$ cat src/rtl/mod_pkg.sv
// Shared definitions for the repeated-subtraction modulo unit: the 2-bit
// datapath command encoding and the control FSM state set.
package mod_pkg;

    // Commands driven on the state bus towards the datapath
    localparam logic [1:0] CMD_LOAD  = 2'b00;
    localparam logic [1:0] CMD_SUB   = 2'b01;
    localparam logic [1:0] CMD_FINAL = 2'b10;
    localparam logic [1:0] CMD_HOLD  = 2'b11;

    typedef enum logic [2:0] {
        IDLE,
        LOAD,
        CHECK,
        SUB,
        FINAL,
        DONE
    } fsm_e;

    // Datapath command issued while the controller sits in a given state
    function automatic logic [1:0] cmd_of(input fsm_e s);
        logic [1:0] c;
        case (s)
            LOAD:    c = CMD_LOAD;
            SUB:     c = CMD_SUB;
            FINAL:   c = CMD_FINAL;
            default: c = CMD_HOLD;
        endcase
        return c;
    endfunction

endpackage

$ cat src/rtl/mod_iter_cnt.sv
// Clear/increment/hold counter used as the quotient register. Clear wins
// over increment. at_lim_o flags that the count equals LIMIT.
module mod_iter_cnt #(
    parameter int             W     = 32,
    parameter logic [W-1:0]   LIMIT = '1
) (
    input  logic         clk,
    input  logic         rst_n,
    input  logic         clr_i,
    input  logic         inc_i,
    output logic [W-1:0] cnt_o,
    output logic         at_lim_o
);

    logic [W-1:0] cnt_q, cnt_d;

    // Next count: clear, step by one, or hold
    always_comb begin
        cnt_d = cnt_q;
        if (clr_i) begin
            cnt_d = '0;
        end else if (inc_i) begin
            cnt_d = cnt_q + W'(1);
        end
    end

    // Count register
    always_ff @(posedge clk or negedge rst_n) begin
        if (!rst_n) begin
            cnt_q <= '0;
        end else begin
            cnt_q <= cnt_d;
        end
    end

    assign cnt_o    = cnt_q;
    assign at_lim_o = (cnt_q == LIMIT);

endmodule

$ cat src/rtl/mod_cu.sv
// Control unit for the repeated-subtraction modulo datapath.
// Sequences LOAD -> (CHECK -> SUB)* -> CHECK -> FINAL -> DONE, watching the
// datapath flag x (temp < b) in CHECK only. The quotient is the number of
// SUB commands issued. Hitting MAX_ITER or a zero divisor ends with err.
// Optional feature: define MOD_CU_ABORT_EN to add an abort input that ends
// a running operation early with err (FINAL is skipped).
module mod_cu
    import mod_pkg::*;
#(
    parameter int          ITER_W   = 32,
    parameter logic [31:0] MAX_ITER = 32'd1000000
) (
    input  logic              clk,
    input  logic              rst_n,
    input  logic              start,
    input  logic              b_zero,
`ifdef MOD_CU_ABORT_EN
    input  logic              abort,
`endif
    input  logic              x,
    output logic [1:0]        state,
    output logic              busy,
    output logic              done,
    output logic              err,
    output logic [ITER_W-1:0] quotient
);

    // The quotient never wraps, so the limit must be representable
    generate
        if ((64'(MAX_ITER) >> ITER_W) != 64'd0) begin : g_max_iter_too_wide
            $error("mod_cu: MAX_ITER=%0d does not fit in ITER_W=%0d bits", MAX_ITER, ITER_W);
        end
    endgenerate

    fsm_e        fsm_q, fsm_d;
    logic        err_q, err_d;
    logic [1:0]  state_q;
    logic        busy_q;
    logic        done_q;

    logic        cnt_clr;
    logic        cnt_inc;
    logic        at_max;

    // Quotient is cleared while LOAD is issued and bumped once per SUB
    assign cnt_clr = (fsm_q == LOAD);
    assign cnt_inc = (fsm_q == SUB);

    mod_iter_cnt #(
        .W     (ITER_W),
        .LIMIT (ITER_W'(MAX_ITER))
    ) u_quot (
        .clk      (clk),
        .rst_n    (rst_n),
        .clr_i    (cnt_clr),
        .inc_i    (cnt_inc),
        .cnt_o    (quotient),
        .at_lim_o (at_max)
    );

    // Next-state and error-flag selection
    always_comb begin
        fsm_d = fsm_q;
        err_d = err_q;
        case (fsm_q)
            IDLE: begin
                if (start) begin
                    if (b_zero) begin
                        fsm_d = DONE;
                        err_d = 1'b1;
                    end else begin
                        fsm_d = LOAD;
                        err_d = 1'b0;
                    end
                end
            end
            LOAD: begin
                fsm_d = CHECK;
            end
            CHECK: begin
                if (x) begin
                    fsm_d = FINAL;
                end else if (at_max) begin
                    fsm_d = DONE;
                    err_d = 1'b1;
                end else begin
                    fsm_d = SUB;
                end
            end
            SUB: begin
                fsm_d = CHECK;
            end
            FINAL: begin
                fsm_d = DONE;
            end
            DONE: begin
                fsm_d = IDLE;
            end
            default: begin
                fsm_d = IDLE;
            end
        endcase
`ifdef MOD_CU_ABORT_EN
        if (abort && ((fsm_q == LOAD) || (fsm_q == CHECK) || (fsm_q == SUB))) begin
            fsm_d = DONE;
            err_d = 1'b1;
        end
`endif
    end

    // FSM register with outputs registered from the upcoming state
    always_ff @(posedge clk or negedge rst_n) begin
        if (!rst_n) begin
            fsm_q   <= IDLE;
            err_q   <= 1'b0;
            state_q <= CMD_HOLD;
            busy_q  <= 1'b0;
            done_q  <= 1'b0;
        end else begin
            fsm_q   <= fsm_d;
            err_q   <= err_d;
            state_q <= cmd_of(fsm_d);
            busy_q  <= (fsm_d != IDLE);
            done_q  <= (fsm_d == DONE);
        end
    end

    assign state = state_q;
    assign busy  = busy_q;
    assign done  = done_q;
    assign err   = err_q;

endmodule

$ cat config.mk
export PLATFORM = sky130hd
export DESIGN_NAME = mod_cu
export DESIGN_NICKNAME = d
export VERILOG_FILES = /design/src/rtl/mod_pkg.sv /design/src/rtl/mod_iter_cnt.sv /design/src/rtl/mod_cu.sv
export SDC_FILE = /design/constraint.sdc
export NUM_CORES = 1
export LEC_CHECK = 0
export CAP_MARGIN = 20
export CORE_MARGIN = 10
export CORE_UTILIZATION = 35
export CTS_CLUSTER_SIZE = 28
export DETAILED_ROUTE_END_ITERATION = 7
export PLACE_DENSITY = 0.6
export REMOVE_ABC_BUFFERS = 1
export SKIP_CTS_REPAIR_TIMING = 1
export SLEW_MARGIN = 20
export SYNTH_ARGS = -nofsm -noshare
export SYNTH_HDL_FRONTEND = slang
export SYNTH_SLANG_ARGS = --single-unit
$ cat constraint.sdc
create_clock -name clk -period 5.3 [get_ports clk]
set_input_delay 1.06 -clock clk [delete_from_list [all_inputs] [get_ports clk]]
set_output_delay 1.06 -clock clk [all_outputs]
set_load 0.05 [all_outputs]
==> results of run 1 <==
[layer usage]
metal | global-route usage | vias up | wire length [µm]
met5 | 0 | - | 0
met1 | 0.150 | 929 | 2640
li1 | - | 960 | -
met4 | 0.0496 | 0 | 72
met3 | 0.0318 | 5 | 321
met2 | 0.178 | 41 | 2560
[cell usage in the layout, fill, tap and decap left out, types with 2 or more instances in the layout]
cell / netlist / routed
inv_1: 6 / 6
or4_1: 10 / 10
ha_1: 2 / 2
nor2_1: 12 / 12
nand2_1: 23 / 23
or4b_1: 4 / 4
nor4b_1: 2 / 2
o41ai_1: 4 / 4
nand4_1: 6 / 6
nand3_1: 12 / 12
nor4_1: 10 / 10
or3_1: 5 / 5
clkdlybuf4s50_1: 0 / 40
o21ai_0: 9 / 9
a21oi_1: 21 / 21
mux2i_1: 6 / 6
clkbuf_8: 0 / 5
xnor2_1: 3 / 3
and4_1: 3 / 3
dfstp_2: 2 / 2
o31ai_1: 11 / 11
nand2b_1: 8 / 8
nor2b_1: 2 / 2
dfrtp_1: 38 / 38
xor2_1: 3 / 3
nor3_1: 3 / 3
and3_1: 4 / 4
[area by class of cell]
cell class | count | share of cell area
Clock buffer | 6 | 0.0263
Inverter | 6 | 0.00816
Timing Repair Buffer | 42 | 0.150
Multi-Input combinational cell | 176 | 0.406
Clock inverter | 2 | 0.0127
Sequential cell | 40 | 0.363
Tap cell | 75 | 0.0340
[power breakdown]
group | total (W) | internal (W) | switching (W)
clock | 0.000247 | 0.000140 | 0.000107
combinational | 0.000321 | 0.000110 | 0.000211
sequential | 0.000401 | 0.000347 | 0.0000544
[state kept, by name, summed over array words and instances, names as in the netlist]
register      cells
u_quot.cnt_o     32
busy              1
done              1
err               1
state             2
fsm_q             3
[logic make-up (layout without fill, tap and decap cells)]
logic type                 count (synthesis)  after routing  share of synthesized area
and+or+nand+nor                          111            111                      0.304
xor gates and xnor gates                   6              6                     0.0238
muxes                                      6              6                     0.0272
DFF                                       40             40                      0.455
AOI/OAI and AO/OA                         51             51                      0.142
buffers and inverters                     18             56                     0.0363
adders and majority gates                  2              2                     0.0113
[worst max path at each step]
stage                startpoint          endpoint  slack [ps]
3_3_place_gp    u_quot.cnt_o[8]       quotient[8]        2930
2_1_floorplan   u_quot.cnt_o[0]  u_quot.cnt_o[22]        3140
4_1_cts        u_quot.cnt_o[23]      quotient[23]        2580
3_5_place_dp   u_quot.cnt_o[23]      quotient[23]        2900
6_report       u_quot.cnt_o[23]      quotient[23]        2590
5_1_grt        u_quot.cnt_o[23]      quotient[23]        2510
[stage by stage]
step,setup slack [ps],cells
after global placement,2930,339
after detailed placement,2900,339
after floorplan,3140,222
after CTS,2580,347
after global routing,2510,347
final,2590,347
==> results.sh, run 1 <==
export IMPL_min_delay_start="err"
export IMPL_hold_viol=0
export IMPL_synth_area_top_cells="dfrtp_1 43%, a21oi_1 4.8%, nand2_1 3.9%"
export IMPL_cp_start_kind="register"
export IMPL_post_route_util=0.458
export IMPL_cts_max_level=2
export IMPL_yosysMostFrequentCell="dfrtp_1"
export IMPL_irDropWorstVdd_mv=0.264
export IMPL_grt_max_degree=41
export IMPL_start_util=0.366
export IMPL_hold_depth=2
export IMPL_cellPowerDensity_mw_per_mm2=351
export IMPL_detail_route_vias_per_cell=5.58
export IMPL_cap_violations=0
export IMPL_path_buf_inv=1
export IMPL_drt_wl_total_mm=5.59
export IMPL_skew_ps=8.16
export IMPL_grt_overflow_total=0
export IMPL_status="finished clean"
export IMPL_cpMaxStageDelayCell="clkdlybuf4s50_1"
export IMPL_diodes=0
export IMPL_finalPower_w=0.000969
export IMPL_syn_inst=234
export IMPL_path_delay_family="buffers and inverters"
export IMPL_tightest_slew_ps=902
export IMPL_cts_sinks=40
export IMPL_die_area_mm2=0.00987
export IMPL_max_freq_mhz=370
export IMPL_synth_warnings=0
export IMPL_fin_area_mm2=0.00276
export IMPL_clockBufferDepth=2
export IMPL_crit_type="reg -> out"
export IMPL_drtPass1Iterations=4
export IMPL_holdPathEnd="err"
export IMPL_r2r_start="u_quot.cnt_o[0]"
export IMPL_rsz0062_at_grt="false"
export IMPL_yosysTopAreaCellShare=0.431
export IMPL_reg2regPathDepth=5
export IMPL_slew_headroom=0.399
export IMPL_areaGrowthSynthToFinish_pct=25.3
export IMPL_drt_iter0_markers=82
export IMPL_clk_pin_slew_worst_paths_ps=80
export IMPL_placed_area_mm2=0.00265
export IMPL_gp_congestion=0.767
export IMPL_p_leak_nw=1.07
export IMPL_synth_area_mm2=0.00220
export IMPL_synth_top_area_cell="dfrtp_1"
export IMPL_ys_flop_type="dfrtp_1"
export IMPL_nFillCells=602
export IMPL_synth_cell_type_count=41
export IMPL_r2r_end="u_quot.cnt_o[24]"
export IMPL_grt_pass1_vias=1900
export IMPL_ys_top_cells_by_count="38 x dfrtp_1, 23 x nand2_1, 21 x a21oi_1"
export IMPL_multi_input_area_mm2=0.00112
export IMPL_avgRoutedWirePerCell_um=16.1
export IMPL_post_dp_hpwl_mm=3.93
export IMPL_syn_avg_cell_area_um2=9.42
export IMPL_cp_end_kind="primary output"
export IMPL_ant_nets=0
export IMPL_period_share=0.511
export IMPL_row_count=28
export IMPL_synth_edff_count=0
export IMPL_antenna_found_initial=0
export IMPL_ios=42
export IMPL_slowest_delay_ps=860
export IMPL_fin_setup_tns_ps=0
export IMPL_numCtsBuffers=5
export IMPL_cts_tree="done"
export IMPL_crit_cells=1
export IMPL_insertion_delay_ps=290
export IMPL_grt_use_total=0.117
export IMPL_crit_fanout=9
export IMPL_hp_class="reg -> reg"
export IMPL_r2r_setup_slack_ps=3240
export IMPL_nets=278
export IMPL_num_vias=1935
export IMPL_finalSetupViolCount=0
export IMPL_min_period_ps=2710
export IMPL_core_mm2=0.00603
export IMPL_drv_slew=0
export IMPL_drc=0
export IMPL_root_buffer="clkbuf_8"
export IMPL_fp_dieH_um=99.4
export IMPL_seq_area_frac_synth=0.455
export IMPL_cp_arrival_ps=1650
export IMPL_holdWs_ps=527
export IMPL_seq_area_mm2=0.00100
export IMPL_synthArstFlopShare=1.00
export IMPL_io_buffers=41
export IMPL_grt_pass1_wl_mm=9.63
export IMPL_die_w_um=99.4
export IMPL_ys_ff_latch=40
export IMPL_cp_required_ps=4240
export IMPL_crit_chain="clkdlybuf4s50_1"
export IMPL_drive_gt1_frac=0.0588
No activity file was read; power rests on OpenSTA's default activity.
==> inputs of run 2 (changes only) <==
==> constraint.sdc (replaced) <==
create_clock -name clk -period 2.5 [get_ports clk]
set_input_delay 0.5 -clock clk [delete_from_list [all_inputs] [get_ports clk]]
set_output_delay 0.5 -clock clk [all_outputs]
set_load 0.05 [all_outputs]
==> run 2 against run 1 <==
- cell area shrank 0.82%
- global-route usage grew 0.23 points
- clock-buffer cell count unchanged
- first-iteration DRC count is 60% higher
- wire length up 0.98%
- critical endpoint is now quotient[8]
- utilization fell by 0.37 points
- clock power rose by 79%
- highest routed layer unchanged
- sequential power grew 110%
- flip-flop and latch count stayed put
==> results.sh, run 2 (synthesized netlist as in run 1, its figures left out) <==
export IMPL_final_cell_mix="40 x clkdlybuf4s50_1, 38 x dfrtp_1, 23 x nand2_1, 21 x a21oi_1"
export IMPL_gp_congestion=0.745
export IMPL_io_buffers=41
export IMPL_p_leak_nw=1.06
export IMPL_post_dp_hpwl_mm=3.95
export IMPL_cap_violations=0
export IMPL_fp_dieH_um=99.4
export IMPL_cpMaxStageDelayCell="clkdlybuf4s50_1"
export IMPL_finalSetupViolCount=0
export IMPL_highest_layer="met4"
export IMPL_finalPower_w=0.00197
export IMPL_cp_start_kind="register"
export IMPL_detail_route_vias_per_cell=5.65
export IMPL_crit_fanout=6
export IMPL_ant_nets=0
export IMPL_cts_max_level=2
export IMPL_grt_overflow_total=0
export IMPL_crit_type="reg -> out"
export IMPL_cp_end_kind="primary output"
export IMPL_nFillCells=603
export IMPL_rsz0062_at_grt="false"
export IMPL_status="finished clean"
export IMPL_num_vias=1961
export IMPL_grt_pass1_wl_mm=9.79
export IMPL_die_area_mm2=0.00987
export IMPL_path_delay_family="buffers and inverters"
export IMPL_ios=42
export IMPL_start_util=0.366
export IMPL_min_period_ps=2170
export IMPL_final_common_cell="clkdlybuf4s50_1"
export IMPL_max_freq_mhz=461
export IMPL_clockBufferDepth=2
export IMPL_row_count=28
export IMPL_hold_viol=0
export IMPL_skew_ps=14.8
export IMPL_die_w_um=99.4
export IMPL_slowest_delay_ps=870
export IMPL_routed_wl_met3_um=394
export IMPL_largest_reg_flops=32
export IMPL_wl_met2_mm=2.54
export IMPL_drt_wl_total_mm=5.64
export IMPL_grt_pass1_vias=1904
export IMPL_path_buf_inv=1
export IMPL_clk_pin_slew_worst_paths_ps=90
export IMPL_cts_tree="done"
export IMPL_cp_arrival_ps=1670
export IMPL_areaGrowthSynthToFinish_pct=24.2
export IMPL_hp_class="in -> async"
export IMPL_diodes=0
export IMPL_root_buffer="clkbuf_8"
export IMPL_numCtsBuffers=5
export IMPL_cts_sinks=40
export IMPL_tightest_slew_ps=912
export IMPL_antenna_found_initial=0
export IMPL_drtPass1Iterations=4
export IMPL_cp_required_ps=2000
export IMPL_grt_max_degree=41
export IMPL_fin_setup_tns_ps=0
export IMPL_nets=278
export IMPL_grt_use_total=0.119
export IMPL_crit_chain="clkdlybuf4s50_1"
export IMPL_avgRoutedWirePerCell_um=16.3
export IMPL_drive_gt1_frac=0.0588
export IMPL_drt_iter0_markers=131
export IMPL_r2r_setup_slack_ps=420
export IMPL_drc=0
export IMPL_wl_met1_mm=2.65
export IMPL_cellPowerDensity_mw_per_mm2=718
export IMPL_slew_headroom=0.392
export IMPL_core_mm2=0.00603
export IMPL_period_share=0.867
export IMPL_drv_slew=0
export IMPL_irDropWorstVdd_mv=0.513
export IMPL_insertion_delay_ps=300
## run 2: final timing paths
check,startpoint,endpoint,depth (start not counted)
worst max-delay path,u_quot.cnt_o[8],quotient[8],1
worst min-delay path,rst_n,u_quot.cnt_o[22],1
worst max register to register,u_quot.cnt_o[0],u_quot.cnt_o[28],5
worst min register to register,err,err,2
max in group asynchronous,rst_n,u_quot.cnt_o[23],1
min in group clk,err,err,2
## run 2: metrics by stage
step / worst slack (ps) / std cells / instance area (µm²) / utilization / hold WS, ps
floorplan: 344 / 222 / 2150 / - / 204
global placement: 532 / 339 / 2650 / 0.440 / 502
detailed placement: 471 / 339 / 2650 / 0.440 / 510
CTS: 314 / 347 / 2740 / 0.455 / 358
global route: 241 / 347 / 2740 / 0.455 / 395
finish: 333 / 347 / 2740 / 0.455 / 325
## run 2: worst reg2reg max path, delay by kind of cell (launching register included)
| kind | cells | cell delay [ps] |
|---|---|---|
| AO/OA/AOI/OAI | 1 | 200 |
| flip-flops | 1 | 430 |
| adder cells (fa/ha/maj) | 1 | 240 |
| AND/OR/NAND/NOR | 3 | 1120 |
## run 2: per-layer routing
metal / track usage / vias up
li1: - / 956
met1: 0.155 / 956
met2: 0.176 / 45
met3: 0.0464 / 4
met4: 0.0364 / 0
met5: 0 / -
## run 2: layout make-up
| type | count | area [µm²] | share of cell area |
|---|---|---|---|
| Sequential cell | 40 | 1000 | 0.366 |
| Tap cell | 75 | 93.8 | 0.0343 |
| Timing Repair Buffer | 42 | 413 | 0.151 |
| Multi-Input combinational cell | 176 | 1120 | 0.409 |
| Clock buffer | 6 | 72.6 | 0.0265 |
| Inverter | 6 | 22.5 | 0.00822 |
| Clock inverter | 2 | 12.5 | 0.00457 |
## run 2: power breakdown
group / internal (W) / leakage [nW] / switching [W]
registers: 0.000735 / 0.539 / 0.000110
logic: 0.000234 / 0.477 / 0.000446
clock network: 0.000196 / 0.0412 / 0.000245
total: 0.00116 / 1.06 / 0.000801
